### src/rtl/seg_pkg.sv
// Shared types and segment encoding for the multiplexed 7-segment scan controller.
// Segment vectors are active-low, ordered a..g from bit 6 down to bit 0.
package seg_pkg;

    typedef logic [6:0] seg7_t;

    localparam seg7_t SEG_OFF = 7'h7F;

    localparam seg7_t SEG_LUT [16] = '{
        7'b0000001,  // 0
        7'b1001111,  // 1
        7'b0010010,  // 2
        7'b0000110,  // 3
        7'b1001100,  // 4
        7'b0100100,  // 5
        7'b0100000,  // 6
        7'b0001111,  // 7
        7'b0000000,  // 8
        7'b0000100,  // 9
        7'b0001000,  // A
        7'b1100000,  // b
        7'b0110001,  // C
        7'b1000010,  // d
        7'b0110000,  // E
        7'b0111000   // F
    };

endpackage

### src/rtl/seg_scan_if.sv
// Host-side bundle for the scan controller: update strobe/data in, display drive out.
interface seg_scan_if #(
    parameter int NDIG = 8
);
    import seg_pkg::*;

    logic                en;
    logic                load;
    logic [4*NDIG-1:0]   value;
    logic [NDIG-1:0]     dp_in;
    logic                lz_en;
    logic [NDIG-1:0]     an;
    seg7_t               seg;
    logic                dp;
    logic                frame;

    modport master (
        output en, load, value, dp_in, lz_en,
        input  an, seg, dp, frame
    );

    modport slave (
        input  en, load, value, dp_in, lz_en,
        output an, seg, dp, frame
    );

endinterface

### src/rtl/hex7seg_dec.sv
// Hex nibble to active-low 7-segment pattern, pure table lookup.
module hex7seg_dec
    import seg_pkg::*;
(
    input  logic [3:0] hex,
    output seg7_t      seg
);

    assign seg = SEG_LUT[hex];

endmodule

### src/rtl/seg_scan_ctrl.sv
// Time-multiplexed scan of NDIG hex digits over one shared segment bus, with
// frame-synchronous double buffering, leading-zero blanking and per-digit dp.
module seg_scan_ctrl
    import seg_pkg::*;
#(
    parameter int NDIG = 8,
    parameter int DIV  = 50000
)(
    input  logic      clk,
    input  logic      rst_n,
    seg_scan_if.slave bus
);

    localparam int CW = (DIV  > 1) ? $clog2(DIV)  : 1;
    localparam int IW = (NDIG > 1) ? $clog2(NDIG) : 1;
    localparam logic [NDIG-1:0] AN_ONE = {{(NDIG-1){1'b0}}, 1'b1};

    logic [CW-1:0]      cnt;
    logic [IW-1:0]      idx;
    logic               tick;
    logic               wrap;

    logic [4*NDIG-1:0]  pend_val;
    logic [NDIG-1:0]    pend_dp;
    logic               pend_lz;
    logic               pend_v;

    logic [4*NDIG-1:0]  disp_val;
    logic [NDIG-1:0]    disp_dp;
    logic [NDIG-1:0]    mask;

    logic [3:0]         nib;
    seg7_t              dec_seg;

    logic [NDIG-1:0]    an_p1;
    seg7_t              seg_p1;
    logic               dp_p1;
    logic               frame_p1;

    // Digit k (k >= 1) is blank when it and every more significant nibble is zero.
    function automatic logic [NDIG-1:0] lz_mask(input logic [4*NDIG-1:0] v,
                                                input logic              lz);
        logic [NDIG-1:0] m;
        logic            upper_zero;
        m          = '0;
        upper_zero = 1'b1;
        for (int k = NDIG - 1; k >= 1; k--) begin
            upper_zero = upper_zero && (v[4*k +: 4] == 4'h0);
            m[k]       = lz && upper_zero;
        end
        return m;
    endfunction

    assign tick = bus.en && (cnt == CW'(DIV - 1));
    assign wrap = tick && (idx == IW'(NDIG - 1));

    // Divider and digit index
    always_ff @(posedge clk or negedge rst_n) begin
        if (!rst_n) begin
            cnt <= '0;
            idx <= '0;
        end else if (bus.en) begin
            if (tick) begin
                cnt <= '0;
                idx <= wrap ? '0 : idx + 1'b1;
            end else begin
                cnt <= cnt + 1'b1;
            end
        end
    end

    // Pending/display buffers; a load coinciding with commit stays pending
    always_ff @(posedge clk or negedge rst_n) begin
        if (!rst_n) begin
            pend_val <= '0;
            pend_dp  <= '0;
            pend_lz  <= 1'b0;
            pend_v   <= 1'b0;
            disp_val <= '0;
            disp_dp  <= '0;
            mask     <= '0;
        end else begin
            if (wrap && pend_v) begin
                disp_val <= pend_val;
                disp_dp  <= pend_dp;
                mask     <= lz_mask(pend_val, pend_lz);
            end
            if (bus.load) begin
                pend_val <= bus.value;
                pend_dp  <= bus.dp_in;
                pend_lz  <= bus.lz_en;
                pend_v   <= 1'b1;
            end else if (wrap && pend_v) begin
                pend_v   <= 1'b0;
            end
        end
    end

    always_comb begin
        nib = disp_val[{idx, 2'b00} +: 4];
    end

    hex7seg_dec u_dec (
        .hex (nib),
        .seg (dec_seg)
    );

    // Output stage: blank on disable and for the ghost cycle after each tick
    always_ff @(posedge clk or negedge rst_n) begin
        if (!rst_n) begin
            an_p1    <= '1;
            seg_p1   <= SEG_OFF;
            dp_p1    <= 1'b1;
            frame_p1 <= 1'b0;
        end else begin
            frame_p1 <= wrap;
            if (!bus.en || tick) begin
                an_p1  <= '1;
                seg_p1 <= SEG_OFF;
                dp_p1  <= 1'b1;
            end else begin
                an_p1  <= ~(AN_ONE << idx);
                seg_p1 <= mask[idx] ? SEG_OFF : dec_seg;
                dp_p1  <= mask[idx] | ~disp_dp[idx];
            end
        end
    end

    assign bus.an    = an_p1;
    assign bus.seg   = seg_p1;
    assign bus.dp    = dp_p1;
    assign bus.frame = frame_p1;

endmodule

### src/flat_wrapper.sv
// flat-port wrapper written by rule: the top's interface ports become plain ports
module seg_scan_ctrl_flat import seg_pkg::*;
#(
    parameter int NDIG = 8,
    parameter int DIV  = 50000
)
  (clk, rst_n, bus_en, bus_load, bus_value, bus_dp_in, bus_lz_en, bus_an, bus_seg, bus_dp, bus_frame);
  seg_scan_if #(.NDIG(NDIG)) bus_i ();
  input  logic clk;
  input  logic rst_n;
  input wire logic [$bits(bus_i.en)-1:0] bus_en;
  input wire logic [$bits(bus_i.load)-1:0] bus_load;
  input wire logic [$bits(bus_i.value)-1:0] bus_value;
  input wire logic [$bits(bus_i.dp_in)-1:0] bus_dp_in;
  input wire logic [$bits(bus_i.lz_en)-1:0] bus_lz_en;
  output wire logic [$bits(bus_i.an)-1:0] bus_an;
  output wire logic [$bits(bus_i.seg)-1:0] bus_seg;
  output wire logic [$bits(bus_i.dp)-1:0] bus_dp;
  output wire logic [$bits(bus_i.frame)-1:0] bus_frame;
  assign bus_i.en = bus_en;
  assign bus_i.load = bus_load;
  assign bus_i.value = bus_value;
  assign bus_i.dp_in = bus_dp_in;
  assign bus_i.lz_en = bus_lz_en;
  assign bus_an = bus_i.an;
  assign bus_seg = bus_i.seg;
  assign bus_dp = bus_i.dp;
  assign bus_frame = bus_i.frame;
  seg_scan_ctrl #(.NDIG(NDIG), .DIV(DIV)) u_core (.clk(clk), .rst_n(rst_n), .bus(bus_i));
endmodule
### config.mk
export PLATFORM = sky130hd
export DESIGN_NAME = seg_scan_ctrl_flat
export DESIGN_NICKNAME = d
export VERILOG_FILES = /design/src/rtl/seg_pkg.sv /design/src/rtl/seg_scan_if.sv /design/src/rtl/hex7seg_dec.sv /design/src/rtl/seg_scan_ctrl.sv /design/src/flat_wrapper.sv
export SDC_FILE = /design/constraint.sdc
export NUM_CORES = 1
export LEC_CHECK = 0
export CELL_PAD_IN_SITES_DETAIL_PLACEMENT = 0
export CELL_PAD_IN_SITES_GLOBAL_PLACEMENT = 1
export CORE_MARGIN = 10
export CORE_UTILIZATION = 46
export DETAILED_ROUTE_END_ITERATION = 10
export PLACE_DENSITY = 0.79
export SYNTH_ARGS = -nofsm -noshare
export SYNTH_HDL_FRONTEND = slang
export SYNTH_SLANG_ARGS = --single-unit
### constraint.sdc
create_clock -name clk -period 2.65 [get_ports clk]
set_input_delay 0.53 -clock clk [delete_from_list [all_inputs] [get_ports clk]]
set_output_delay 0.53 -clock clk [all_outputs]
set_load 0.05 [all_outputs]
==> results.yml <==
logic_synthesis:
  syn_avg_cell_area_um2: 13.8
  synth_top_cells_by_count: "109 x dfrtp_1, 84 x mux2_2, 37 x nand2_1"
  synth_top_cell_by_area: "dfrtp_1"
  synth_top_area_share_pct: 49.6
  synthTopCellsByArea: "dfrtp_1 50%, mux2_2 17%, dfstp_2 7.7%, mux4_1 3.8%, ha_1 3.0%"
  yosysMostFrequentCell: "dfrtp_1"
  synth_seq_cells: 125
  ys.warnings.count: 0
  async_flop_share_pct: 100
  yosysSeqAreaShare_pct: 57.3
  syn_inst: 398
  synth_ff_type: "dfrtp_1"
  synth_area_um2: 5500
  ys_types: 44
  syn_nets: 456
  synth_edf_count: 0
placed_design:
  dp_slack_ns: 0.180
  dpl-instance-area_um2: 6310
  gp_congestion: 0.802
  dp_hpwl_um: 7670
  io_buffers: 61
route:
  wire_per_inst_um: 17.1
  via_per_inst: 5.32
  drc: 0
  antenna_left: 0
  wl_um: 10600
  drt_iter0_markers: 161
  vias: 3313
  dr.pass1.iters: 6
clocking:
  worstSkewPairLatency_ns: 0.41
  cts_tree: "done"
  cts-buffers-inserted: 17
  post_cts_resized: 0
  htreeDepth: 4
  cts_buffer_depth: 2
  ctsHoldBuffers: 0
  cts.root.buffer_cell: "clkbuf_16"
  path_clk_slew_ns: 0.06
  cts.sinks: 125
  cts_setup_buffers: 0
global_route:
  grt_pass1_wl_um: 18400
  antenna_found_initial: 0
  grt_max_degree: 48
  overflow: 0
  grt_pass1_vias: 3632
  grtUsageTotal_pct: 14.0
sta:
  setup_violations: 0
  finalHoldWorstSlack_ns: 0.0845
  rsz0062_at_grt: "false"
  period_share_pct: 92.3
  fin_worst_skew_ns: 0.00758
  min_period_ns: 2.45
  fmax_ghz: 0.409
  worst_pin_slew_ns: 0.672
  maxSlewViolCount: 0
  hold_violations: 0
  maxSlewHeadroom_pct: 54.7
  fin_ws_ns: 0.204
  fin_setup_tns_ns: 0
floorplan:
  ios: 62
  die_h_um: 129
  core_area_um2: 11600
  dieArea_um2: 16700
  initial_core_util_pct: 47.5
  rows: 39
  fp.dieW_um: 129
cells_and_area:
  fin_area_um2: 6840
  syn_to_final_growth_pct: 24.4
  diodes: 0
  final_net_count: 528
  drive_gt1_share_pct: 31.3
critical_path:
  r2r_cells: 8
  critPathKind: "register to register"
  r2r_end: "u_core.bus.seg[3]"
  endpoint_kind: "register"
  worstPathRequired_ns: 2.97
  crit_fanout: 8
  reg2reg_from: "u_core.idx[0]"
  crit_arrival_ns: 2.76
  r2r_slack_ns: 0.20
  cp-start-kind: "register"
job:
  cap_violations: 0
power_and_ir_drop:
  total_power_mw: 4.49
  p_per_area_nw_per_um2: 657
  ir_drop_v: 0.000425
  power_leakage_nw: 3.11
status:
  status: "finished clean"
hold_path:
  hold_class: "primary input to async pin"
worst max-delay path by stage:
stage                   from                end  slack (ns)
3_5_place_dp   u_core.idx[0]  u_core.bus.seg[3]        0.18
2_1_floorplan  u_core.idx[0]  u_core.bus.seg[3]        0.44
6_report       u_core.idx[0]  u_core.bus.seg[3]        0.20
4_1_cts        u_core.idx[0]  u_core.bus.seg[3]        0.18
5_1_grt        u_core.idx[0]  u_core.bus.seg[3]       0.006
3_3_place_gp   u_core.idx[0]  u_core.bus.seg[3]        0.17
cells in the final DEF (no fill, tap or decap), types with 5 or more instances in the layout:
cell / count
clkdlybuf4s50_1: 59
xor2_1: 7
clkinv_2: 6
inv_1: 10
ha_1: 13
dfrtp_1: 109
clkbuf_16: 17
mux4_1: 8
nand4_1: 5
o21ai_0: 13
mux2_2: 84
xnor2_1: 5
dfstp_2: 16
nand2_1: 37
nor4_1: 7
nor2_1: 13
buf_4: 6
mux2i_1: 5
nand3_1: 11
worst max-delay path: stages (launching register included):
cell and delay, ns:
dfrtp_1 0.60, mux4_1 0.62, nand2_1 0.10, and2_1 0.23, inv_1 0.13, ha_1 0.25
mux2_2 0.27, nor2_1 0.07, o21ai_0 0.07
power by group:
group	switching, mW	total [mW]	internal (mW)
Clock	0.803	2.07	1.26
Combinational	0.134	0.300	0.165
Sequential	0.106	2.13	2.02
Total	1.04	4.49	3.45
sequential cells by signal, indices dropped and copies added, names as in the netlist, 7 cells and up:
name,flops
u_core.pend_dp,8
u_core.mask,7
u_core.disp_dp,8
u_core.disp_val,32
u_core.bus.an,8
u_core.cnt,16
u_core.pend_val,32
u_core.bus.seg,7
layer usage:
metal | vias up | global-route usage, % | share of wire, %
li1 | 1573 | - | -
met4 | 0 | 5.42 | 0.96
met2 | 66 | 21.9 | 48
met3 | 10 | 4.77 | 4.5
met5 | - | 0 | 0
met1 | 1664 | 17.5 | 47
logic make-up (layout without fill, tap and decap cells):
group                    count (synthesis)  in the layout  share of synthesized area, %
flip-flops                             125            125                          57.3
adder cells (fa/ha/maj)                 13             13                          2.96
AO/OA/AOI/OAI                           28             28                          3.48
XOR/XNOR                                12             12                          1.91
multiplexers                           103            103                          23.9
buffers and inverters                   27            109                          2.23
AND/OR/NAND/NOR                         90             90                          8.20
cell type report:
type / count / area (µm²)
Timing Repair Buffer: 70 / 721
Fill cell: 918 / 4730
Clock buffer: 17 / 425
Multi-Input combinational cell: 246 / 2220
Clock inverter: 12 / 100
Tap cell: 143 / 179
Sequential cell: 125 / 3150
Inverter: 10 / 37.5
through the flow:
step / cells / util (%)
finish: 623 / 59.1
global route: 623 / 59.1
CTS: 623 / 59.1
detailed placement: 594 / 54.6
global placement: 594 / 54.6
floorplan: 398 / -
Note: power is estimated with default switching activity, not from simulation.
